### config.mk
export PLATFORM = sky130hd
export DESIGN_NAME = wb_arbiter_flat
export DESIGN_NICKNAME = d
export VERILOG_FILES = /design/src/rtl/wb_arbiter_if.sv /design/src/rtl/wb_arbiter.sv /design/src/flat_wrapper.sv
export SDC_FILE = /design/constraint.sdc
export NUM_CORES = 1
export LEC_CHECK = 0
export CORE_UTILIZATION = 48
export DETAILED_ROUTE_END_ITERATION = 8
export PLACE_DENSITY = 0.78
export SYNTH_ARGS = -nofsm -noshare
export SYNTH_HDL_FRONTEND = slang
export SYNTH_SLANG_ARGS = --single-unit
### constraint.sdc
create_clock -name i_Clk -period 3.2 [get_ports i_Clk]
set_clock_uncertainty 0.05 [all_clocks]
set_input_delay 0.8 -clock i_Clk [delete_from_list [all_inputs] [get_ports i_Clk]]
set_output_delay 0.8 -clock i_Clk [all_outputs]
set_load 0.1 [all_outputs]
### src/rtl/wb_arbiter_if.sv
// Bundle of the writeback arbiter's bus signals: ex results, load returns, load issue,
// pending scoreboard and the register-file write port.
interface wb_arbiter_if #(
    parameter int FIFO_DEPTH = 4
);
    localparam int CNT_W = $clog2(FIFO_DEPTH) + 1;

    logic             i_ex_we;
    logic [4:0]       i_ex_w_addr;
    logic [31:0]      i_ex_w_data;
    logic             i_ld_valid;
    logic [4:0]       i_ld_addr;
    logic [31:0]      i_ld_data;
    logic             o_ld_ready;
    logic             i_ld_issue;
    logic [4:0]       i_ld_issue_addr;
    logic [31:0]      o_pending;
    logic             o_we;
    logic [4:0]       o_w_addr;
    logic [31:0]      o_w_data;
    logic [CNT_W-1:0] o_fifo_count;

    // Upstream stages (ex, load/store unit, id) drive the requests.
    modport master (
        output i_ex_we, i_ex_w_addr, i_ex_w_data,
        output i_ld_valid, i_ld_addr, i_ld_data,
        output i_ld_issue, i_ld_issue_addr,
        input  o_ld_ready, o_pending, o_we, o_w_addr, o_w_data, o_fifo_count
    );

    modport slave (
        input  i_ex_we, i_ex_w_addr, i_ex_w_data,
        input  i_ld_valid, i_ld_addr, i_ld_data,
        input  i_ld_issue, i_ld_issue_addr,
        output o_ld_ready, o_pending, o_we, o_w_addr, o_w_data, o_fifo_count
    );
endinterface

### src/rtl/wb_arbiter.sv
// Writeback arbiter: merges ex results and load returns onto the single register-file
// write port, buffers losing loads in a small FIFO and tracks pending load destinations.
module wb_arbiter #(
    parameter int FIFO_DEPTH = 4
) (
    input  logic        i_Clk,
    input  logic        i_reset,
    wb_arbiter_if.slave bus
);
    localparam int PTR_W = $clog2(FIFO_DEPTH);
    localparam int CNT_W = PTR_W + 1;
    localparam logic [CNT_W-1:0] DEPTH_C = CNT_W'(FIFO_DEPTH);

    typedef struct packed {
        logic [4:0]  addr;
        logic [31:0] data;
    } ld_entry_t;

    ld_entry_t        fifo_q [FIFO_DEPTH];
    logic [PTR_W-1:0] rd_ptr_q, rd_ptr_d;
    logic [PTR_W-1:0] wr_ptr_q, wr_ptr_d;
    logic [CNT_W-1:0] count_q, count_d;
    logic [31:0]      pending_q, pending_d;
    logic             we_q, we_d;
    logic [4:0]       w_addr_q, w_addr_d;
    logic [31:0]      w_data_q, w_data_d;

    logic      ld_ready;
    logic      ld_accept;
    logic      ex_write;
    logic      fifo_empty;
    logic      pop;
    logic      bypass;
    logic      push;
    ld_entry_t head;

    // Ready looks only at the registered count, so a full FIFO refuses even while popping.
    assign ld_ready = !i_reset && (count_q < DEPTH_C);

    always_comb begin
        ex_write   = bus.i_ex_we && (bus.i_ex_w_addr != 5'd0);
        fifo_empty = (count_q == '0);
        ld_accept  = bus.i_ld_valid && ld_ready;
        head       = fifo_q[rd_ptr_q];
        pop        = !ex_write && !fifo_empty;
        bypass     = !ex_write && fifo_empty && ld_accept && (bus.i_ld_addr != 5'd0);
        push       = ld_accept && (bus.i_ld_addr != 5'd0) && !bypass;
    end

    // Write-port selection and scoreboard update.
    always_comb begin
        // NOTE: every output of a combinational block gets a default first, so no path
        // leaves it unassigned and no latch is inferred.
        we_d      = 1'b0;
        w_addr_d  = w_addr_q;
        w_data_d  = w_data_q;
        pending_d = pending_q;

        if (ex_write) begin
            we_d     = 1'b1;
            w_addr_d = bus.i_ex_w_addr;
            w_data_d = bus.i_ex_w_data;
        end else if (pop) begin
            we_d                 = 1'b1;
            w_addr_d             = head.addr;
            w_data_d             = head.data;
            pending_d[head.addr] = 1'b0;
        end else if (bypass) begin
            we_d                     = 1'b1;
            w_addr_d                 = bus.i_ld_addr;
            w_data_d                 = bus.i_ld_data;
            pending_d[bus.i_ld_addr] = 1'b0;
        end

        // A newly issued load re-arms the bit even if its previous load completes now.
        if (bus.i_ld_issue && (bus.i_ld_issue_addr != 5'd0)) begin
            pending_d[bus.i_ld_issue_addr] = 1'b1;
        end
        pending_d[0] = 1'b0;
    end

    always_comb begin
        rd_ptr_d = pop  ? rd_ptr_q + PTR_W'(1) : rd_ptr_q;
        wr_ptr_d = push ? wr_ptr_q + PTR_W'(1) : wr_ptr_q;
        unique case ({push, pop})
            2'b10:   count_d = count_q + CNT_W'(1);
            2'b01:   count_d = count_q - CNT_W'(1);
            default: count_d = count_q;
        endcase
    end

    // NOTE: sequential state is updated only with non-blocking assignments so every flop
    // samples the pre-edge value of the others.
    always_ff @(posedge i_Clk) begin
        if (i_reset) begin
            rd_ptr_q  <= '0;
            wr_ptr_q  <= '0;
            count_q   <= '0;
            pending_q <= '0;
            we_q      <= 1'b0;
            w_addr_q  <= '0;
            w_data_q  <= '0;
        end else begin
            rd_ptr_q  <= rd_ptr_d;
            wr_ptr_q  <= wr_ptr_d;
            count_q   <= count_d;
            pending_q <= pending_d;
            we_q      <= we_d;
            w_addr_q  <= w_addr_d;
            w_data_q  <= w_data_d;
        end
    end

    // NOTE: the FIFO storage is deliberately not reset; the count and pointers alone
    // decide which entries are valid, and no push can happen while reset is asserted.
    always_ff @(posedge i_Clk) begin
        if (push) begin
            fifo_q[wr_ptr_q] <= '{addr: bus.i_ld_addr, data: bus.i_ld_data};
        end
    end

    assign bus.o_ld_ready   = ld_ready;
    assign bus.o_pending    = pending_q;
    assign bus.o_we         = we_q;
    assign bus.o_w_addr     = w_addr_q;
    assign bus.o_w_data     = w_data_q;
    assign bus.o_fifo_count = count_q;
endmodule

### src/flat_wrapper.sv
// flat-port wrapper written by rule: the top's interface ports become plain ports
module wb_arbiter_flat 
#(
    parameter int FIFO_DEPTH = 4
)
  (i_Clk, i_reset, bus_i_ex_we, bus_i_ex_w_addr, bus_i_ex_w_data, bus_i_ld_valid, bus_i_ld_addr, bus_i_ld_data, bus_i_ld_issue, bus_i_ld_issue_addr, bus_o_ld_ready, bus_o_pending, bus_o_we, bus_o_w_addr, bus_o_w_data, bus_o_fifo_count);
  wb_arbiter_if #(.FIFO_DEPTH(FIFO_DEPTH)) bus_i ();
  input  logic i_Clk;
  input  logic i_reset;
  input wire logic [$bits(bus_i.i_ex_we)-1:0] bus_i_ex_we;
  input wire logic [$bits(bus_i.i_ex_w_addr)-1:0] bus_i_ex_w_addr;
  input wire logic [$bits(bus_i.i_ex_w_data)-1:0] bus_i_ex_w_data;
  input wire logic [$bits(bus_i.i_ld_valid)-1:0] bus_i_ld_valid;
  input wire logic [$bits(bus_i.i_ld_addr)-1:0] bus_i_ld_addr;
  input wire logic [$bits(bus_i.i_ld_data)-1:0] bus_i_ld_data;
  input wire logic [$bits(bus_i.i_ld_issue)-1:0] bus_i_ld_issue;
  input wire logic [$bits(bus_i.i_ld_issue_addr)-1:0] bus_i_ld_issue_addr;
  output wire logic [$bits(bus_i.o_ld_ready)-1:0] bus_o_ld_ready;
  output wire logic [$bits(bus_i.o_pending)-1:0] bus_o_pending;
  output wire logic [$bits(bus_i.o_we)-1:0] bus_o_we;
  output wire logic [$bits(bus_i.o_w_addr)-1:0] bus_o_w_addr;
  output wire logic [$bits(bus_i.o_w_data)-1:0] bus_o_w_data;
  output wire logic [$bits(bus_i.o_fifo_count)-1:0] bus_o_fifo_count;
  assign bus_i.i_ex_we = bus_i_ex_we;
  assign bus_i.i_ex_w_addr = bus_i_ex_w_addr;
  assign bus_i.i_ex_w_data = bus_i_ex_w_data;
  assign bus_i.i_ld_valid = bus_i_ld_valid;
  assign bus_i.i_ld_addr = bus_i_ld_addr;
  assign bus_i.i_ld_data = bus_i_ld_data;
  assign bus_i.i_ld_issue = bus_i_ld_issue;
  assign bus_i.i_ld_issue_addr = bus_i_ld_issue_addr;
  assign bus_o_ld_ready = bus_i.o_ld_ready;
  assign bus_o_pending = bus_i.o_pending;
  assign bus_o_we = bus_i.o_we;
  assign bus_o_w_addr = bus_i.o_w_addr;
  assign bus_o_w_data = bus_i.o_w_data;
  assign bus_o_fifo_count = bus_i.o_fifo_count;
  wb_arbiter #(.FIFO_DEPTH(FIFO_DEPTH)) u_core (.i_Clk(i_Clk), .i_reset(i_reset), .bus(bus_i));
endmodule
==> results of run 1 <==
-- Yosys cell counts, drive strengths merged, types with 6 or more instances --
cell    count
nor3b       8
o21ai      31
clkbuf     27
nand3      38
nand2b     39
nor2       17
o311ai     26
or3         6
nand2     106
edfxtp    148
a21oi       8
inv        12
mux4       36
dfxtp      78
buf        24
nor3       23
nor4       18
a32o       35
nand3b      6
-- layer usage --
metal / vias to the layer above / GRT usage (%)
met4: 0 / 8.29
met2: 344 / 37.8
li1: 3210 / -
met3: 48 / 3.43
met1: 3462 / 32.9
met5: - / 0
-- worst min-delay path by stage --
stage                       startpoint                       to
6_report       u_core.bus.o_w_data[18]  u_core.bus.o_w_data[18]
5_1_grt         u_core.bus.o_w_data[3]   u_core.bus.o_w_data[3]
4_1_cts        u_core.bus.o_w_data[18]  u_core.bus.o_w_data[18]
3_5_place_dp   u_core.bus.o_w_data[18]  u_core.bus.o_w_data[18]
3_3_place_gp   u_core.bus.o_w_data[28]  u_core.bus.o_w_data[28]
2_1_floorplan       u_core.rd_ptr_q[1]                     flop
-- power by group through the flow --
| stage | sequential (mW) | combinational, mW | clock (mW) |
|---|---|---|---|
| 6_report | 3.36 | 2.13 | 2.56 |
| 5_1_grt | 3.38 | 2.25 | 2.72 |
| 4_1_cts | 3.36 | 2.13 | 2.61 |
| 3_5_place_dp | 3.42 | 2.12 | 0 |
| 3_3_place_gp | 3.42 | 2.11 | 0 |
| 2_1_floorplan | 4.14 | 0.796 | 0 |
-- worst max-delay path: stages --
cell and delay (ps):
clkdlybuf4s50_1 490, or3_4 400, o21a_1 210, nand2_1 80, ha_1 170, inv_1 50
fa_1 370, xor2_1 160, or3_1 300, a21oi_1 140
-- stage by stage --
stage / setup slack, ps / area [µm²]
floorplan: 47.6 / 9680
global placement: -82.1 / 11600
detailed placement: -95.2 / 11600
CTS: 418 / 12400
global route: 257 / 12400
finish: 402 / 12400
-- sequential cells by signal, summed over array words and instances, names as in the netlist, named ones only --
| signal | count |
|---|---|
| u_core.rd_ptr_q | 2 |
| u_core.bus.o_we | 1 |
| u_core.bus.o_fifo_count | 3 |
| u_core.bus.o_pending | 31 |
| u_core.bus.o_w_addr | 5 |
| u_core.wr_ptr_q | 2 |
| u_core.bus.o_w_data | 32 |
| u_core.fifo_q | 148 |
-- layout make-up --
type / instances / area (µm²) / area share, %
Sequential cell: 226 / 6010 / 48.6
Multi-Input combinational cell: 449 / 3410 / 27.6
Timing Repair Buffer: 202 / 1850 / 15.0
Clock buffer: 29 / 608 / 4.92
Tap cell: 265 / 332 / 2.68
Clock inverter: 12 / 109 / 0.880
Inverter: 12 / 45.0 / 0.364
Antenna cell: 1 / 2.50 / 0.0202
-- cells by family (layout without fill, tap and decap cells) --
family	Yosys count	after routing	synth area share, %
mux	42	42	9.04
compound gates	118	118	10.0
other cells	1	2	0.0388
xor+xnor	4	4	0.362
simple gates	278	278	14.6
flops	226	226	62.1
fa+ha+maj	6	6	0.854
buf+inv	63	255	2.94
-- placed cells by master (no fill, tap or decap), drive strengths merged, types with 2 or more instances in the layout --
cell type	count
and3	5
or2	2
dfxtp	78
o311ai	26
nor3b	8
a22oi	2
nand2	106
buf	119
clkdlybuf4s50	83
mux2i	3
o31ai	3
clkinvlp	2
edfxtp	148
ha	5
nor4	18
o21ai	31
nand3	38
or3b	4
or3	6
mux2	3
o41ai	5
inv	12
clkbuf	29
nor4b	2
clkinv	8
a21oi	8
nand4	3
a32o	35
xor2	4
nor3	23
nand3b	6
o21a	4
nand2b	39
mux4	36
nor2	17
bufinv	2
==> results.tsv, run 1 <==
metric	value	unit
fin_crit_sh	87.4	%
areaGrowthSynthToFinish	27.9	%
cts_buffers	23	
syn-cell-area	0.00967	mm²
min_path_type	reg2reg	
clock_path_buffers	3	
finalSetupViolCount	0	
cp-start-kind	input pin	
crit_path_end_kind	flop	
synth_top_cell_area_share	46.0	%
tightestPinTransition	1160	ps
clkPwrFrac	31.8	%
status	completed	
synth_largest_area_cell	edfxtp_1	
seq_area_frac_synth	62.1	%
comb_power_share	26.5	%
drt-total-wl	23900	µm
cts_tree	built	
fp.dieH	144	µm
reg2reg_slack	840	ps
ys_warn_count	0	
grt.overflow.total	0	
numClockSinks	226	
core_region_area	0.0196	mm²
grt_max_degree	40	
drc	0	
final_nets	1004	
die_x	144	µm
fin_setup_tns	0	ps
clock_latency	500	ps
async_flop_share	0	%
critPathRequiredTime	3570	ps
crit_type	in2reg	
internal-power	5.41	mW
grt_pass1_vias	6937	
row_count	51	
synth-seq-cells	226	
cp-endpoint	u_core.bus.o_fifo_count[2]	
hold_depth	1	
seqPwrFrac	41.8	%
cts_setup_buffers	0	
r2r_cells	5	
io_buffers	156	
wl_met1	10000	µm
drtAntennaViolNets	0	
synthTopCellsByArea	edfxtp_1 46%, dfxtp_1 16%, mux4_2 8.4%	
highest_layer	met4	
finalCriticalPeriod	2800	ps
start_util	49.4	%
maxCapViolations	0	
htree_levels	1	
power_density	651	mW/mm²
final_cells	1196	
leakagePower	4.25	nW
cts_resized	0	
hold_viol	0	
wl_per_cell	20.0	µm
place_congestion	0.880	
placed_cells	1154	
hold_buffers	0	
dp_hpwl	15200	µm
timing.rr.end	u_core.bus.o_pending[18]	
path_max_fanout	2	
vdd_drop_max	0.378	mV
vias	7064	
syn-num-nets	828	
cp-startpoint	bus_i_ld_addr[0]	
grt.total_usage	23.6	%
first_pass_iters	5	
power.switching	2.64	mW
maxSlewHeadroom	22.7	%
die_area	0.0207	mm²
switching_share	32.8	%
path_clk_slew	60	ps
drive_gt1_share	23.5	%
num-fill-cells	1508	
drtIter0Drc	780	
rsz0062_at_grt	no	
total_power	8.05	mW
synth_cell_types	51	
antenna_found_initial	1	
dr_wl_met2	11400	µm
grt_pass1_wl	37300	µm
critPathArrivalTime	3170	ps
root_buffer	clkbuf_16	
synthCells	738	
holdWs	417	ps
boundaryPins	158	
synth_top_flop_cell	edfxtp_1	
utilization	63.1	%
route.met3.wl	1830	µm
fmax	357	MHz
viasPerCell	5.91	
syn_area_per_cell	13.1	µm²
slew_violations	0	
synth_edf_count	148	
Note: power is estimated with default switching activity, not from simulation.
==> run 2, diff against run 1 <==
- SLEW_MARGIN: not set -> 10
==> results of run 2 <==
Final layout, timing and power as in run 1 (identical DEF).
==> run 3, diff against run 2 <==
--- a/config.mk
+++ b/config.mk
@@ -9,3 +9,3 @@
 export DETAILED_ROUTE_END_ITERATION = 8
-export PLACE_DENSITY = 0.78
+export PLACE_DENSITY_LB_ADDON = 0.3
 export SLEW_MARGIN = 10
==> constraint.sdc (replaced) <==
create_clock -name i_Clk -period 3.2 [get_ports i_Clk]
set_clock_uncertainty 0.05 [all_clocks]
set_input_delay 0.64 -clock i_Clk [delete_from_list [all_inputs] [get_ports i_Clk]]
set_output_delay 0.64 -clock i_Clk [all_outputs]
set_load 0.1 [all_outputs]
==> results.tsv, run 3 (synthesis gave the netlist of run 1 again) <==
metric	value	unit
cts_buffers	24	
critPathArrivalTime	3030	ps
wl_per_cell	20.5	µm
hold_viol	0	
antenna_cells	0	
path_clk_slew	60	ps
first_pass_iters	6	
grt.overflow.total	0	
grt_pass1_wl	37800	µm
grt_pass1_vias	7027	
status	completed	
hold_buffers	0	
row_count	51	
grt.total_usage	24.1	%
drive_gt1_share	23.5	%
seqCellArea	0.00601	mm²
largest_register_ffs	148	
critPathRequiredTime	3570	ps
areaGrowthSynthToFinish	28.3	%
cp-start-kind	input pin	
cpMaxStageDelayCell	clkdlybuf4s50_1	
crit_path_end_kind	flop	
worstReg2RegStart	u_core.bus.o_fifo_count[2]	
utilization	63.3	%
slew_violations	0	
htree_levels	1	
core_region_area	0.0196	mm²
path_max_fanout	2	
root_buffer	clkbuf_16	
crit_chain	clkdlybuf4s50_1 > or3_4 > o21a_1 > nand2_1 > ha_1 > inv_1 > fa_1 > xor2_1 > or3_1 > a21oi_1	
fin_crit_sh	83.0	%
layout_common_cells	148 x edfxtp_1, 106 x nand2_1, 101 x buf_4, 83 x clkdlybuf4s50_1, 73 x dfxtp_1	
final_nets	996	
die_area	0.0207	mm²
viasPerCell	5.84	
clock_latency	510	ps
drtAntennaViolNets	0	
hold_depth	1	
fin_setup_tns	0	ps
min_path_type	reg2reg	
finalCriticalPeriod	2650	ps
drt-total-wl	24400	µm
drc	0	
grt_max_degree	38	
power_density	676	mW/mm²
maxSlewHeadroom	55.8	%
vias	6948	
io_buffers	156	
vdd_drop_max	0.442	mV
place_congestion	0.876	
rsz0062_at_grt	no	
cts_resized	0	
min_to	u_core.bus.o_w_data[20]	
leakagePower	4.26	nW
reg2reg_slack	760	ps
holdWs	417	ps
start_util	49.4	%
crit_type	in2reg	
max_stage_delay	500	ps
die_x	144	µm
layout_commonest_cell	edfxtp_1	
clock_path_buffers	3	
cts_tree	built	
top_register	u_core.fifo_q	
numClockSinks	226	
num-fill-cells	1507	
timing.rr.end	u_core.bus.o_fifo_count[2]	
maxCapViolations	0	
drtIter0Drc	632	
dp_hpwl	15700	µm
cts_setup_buffers	0	
boundaryPins	158	
fp.dieH	144	µm
multi_input_area	0.00340	mm²
tightestPinTransition	664	ps
antenna_found_initial	1	
r2r_cells	9	
hold_start	u_core.bus.o_w_data[20]	
fmax	377	MHz
finalSetupViolCount	0	
[run 3: changes by cell type in the layout (fill, tap and decap cells not counted), moves of 2 or more]
| cell | change |
|---|---|
| clkinv_2 | +2 |
| clkinv_1 | -2 |
| clkbuf_16 | +4 |
| clkbuf_1 | -2 |
| buf_4 | -8 |
[run 3: area by class of cell]
cell class	instances	area share, %
clock buffer	31	5.65
clock inverter	13	1.16
inverter	12	0.363
multi-input combinational	449	27.4
sequential	226	48.5
tap	265	2.67
timing repair buffer	193	14.3
[run 3: worst max path at each step]
stage | start | slack (ps) | depth (start not counted) | endpoint
2_1_floorplan | u_core.bus.o_fifo_count[2] | 110 | 12 | u_core.bus.o_fifo_count[2]
3_3_place_gp | bus_i_ld_addr[0] | 60 | 10 | u_core.bus.o_fifo_count[2]
3_5_place_dp | bus_i_ld_addr[0] | 40 | 10 | u_core.bus.o_fifo_count[2]
4_1_cts | bus_i_ld_addr[0] | 570 | 10 | u_core.bus.o_fifo_count[2]
5_1_grt | bus_i_ex_w_addr[1] | 460 | 10 | u_core.bus.o_fifo_count[2]
6_report | bus_i_ld_addr[0] | 550 | 10 | u_core.bus.o_fifo_count[2]
[run 3: power by group]
part           total, mW  internal [mW]  switching [mW]
combinational       2.15          0.637            1.52
sequential          3.36           3.27          0.0907
clock               2.88           1.79            1.09
total               8.39           5.69            2.70
[run 3: per-stage QoR]
step,power [mW],worst slack (ps),cells,cell area [µm²]
after floorplan,4.94,106,738,9680
after global placement,5.56,59.1,1145,11600
after detailed placement,5.58,44.8,1145,11600
after CTS,8.46,567,1189,12400
after global routing,8.71,456,1189,12400
final,8.39,545,1189,12400
[run 3: critical path: cells and delay by family]
kind                       cells  cell delay [ps]
buffers and inverters          2              560
adders and majority gates      2              540
and+or+nand+nor                3              790
xor gates and xnor gates       1              150
AOI/OAI and AO/OA              2              350
[run 3: per-layer routing]
| metal | GRT usage (%) | wire, µm | vias to the layer above | share of wire, % |
|---|---|---|---|---|
| met5 | 0 | 13 | - | 0.053 |
| met4 | 6.77 | 436 | 2 | 1.8 |
| met3 | 4.27 | 1770 | 37 | 7.2 |
| met2 | 40.4 | 12100 | 297 | 50 |
| met1 | 32.0 | 10100 | 3413 | 41 |
| li1 | - | - | 3199 | - |
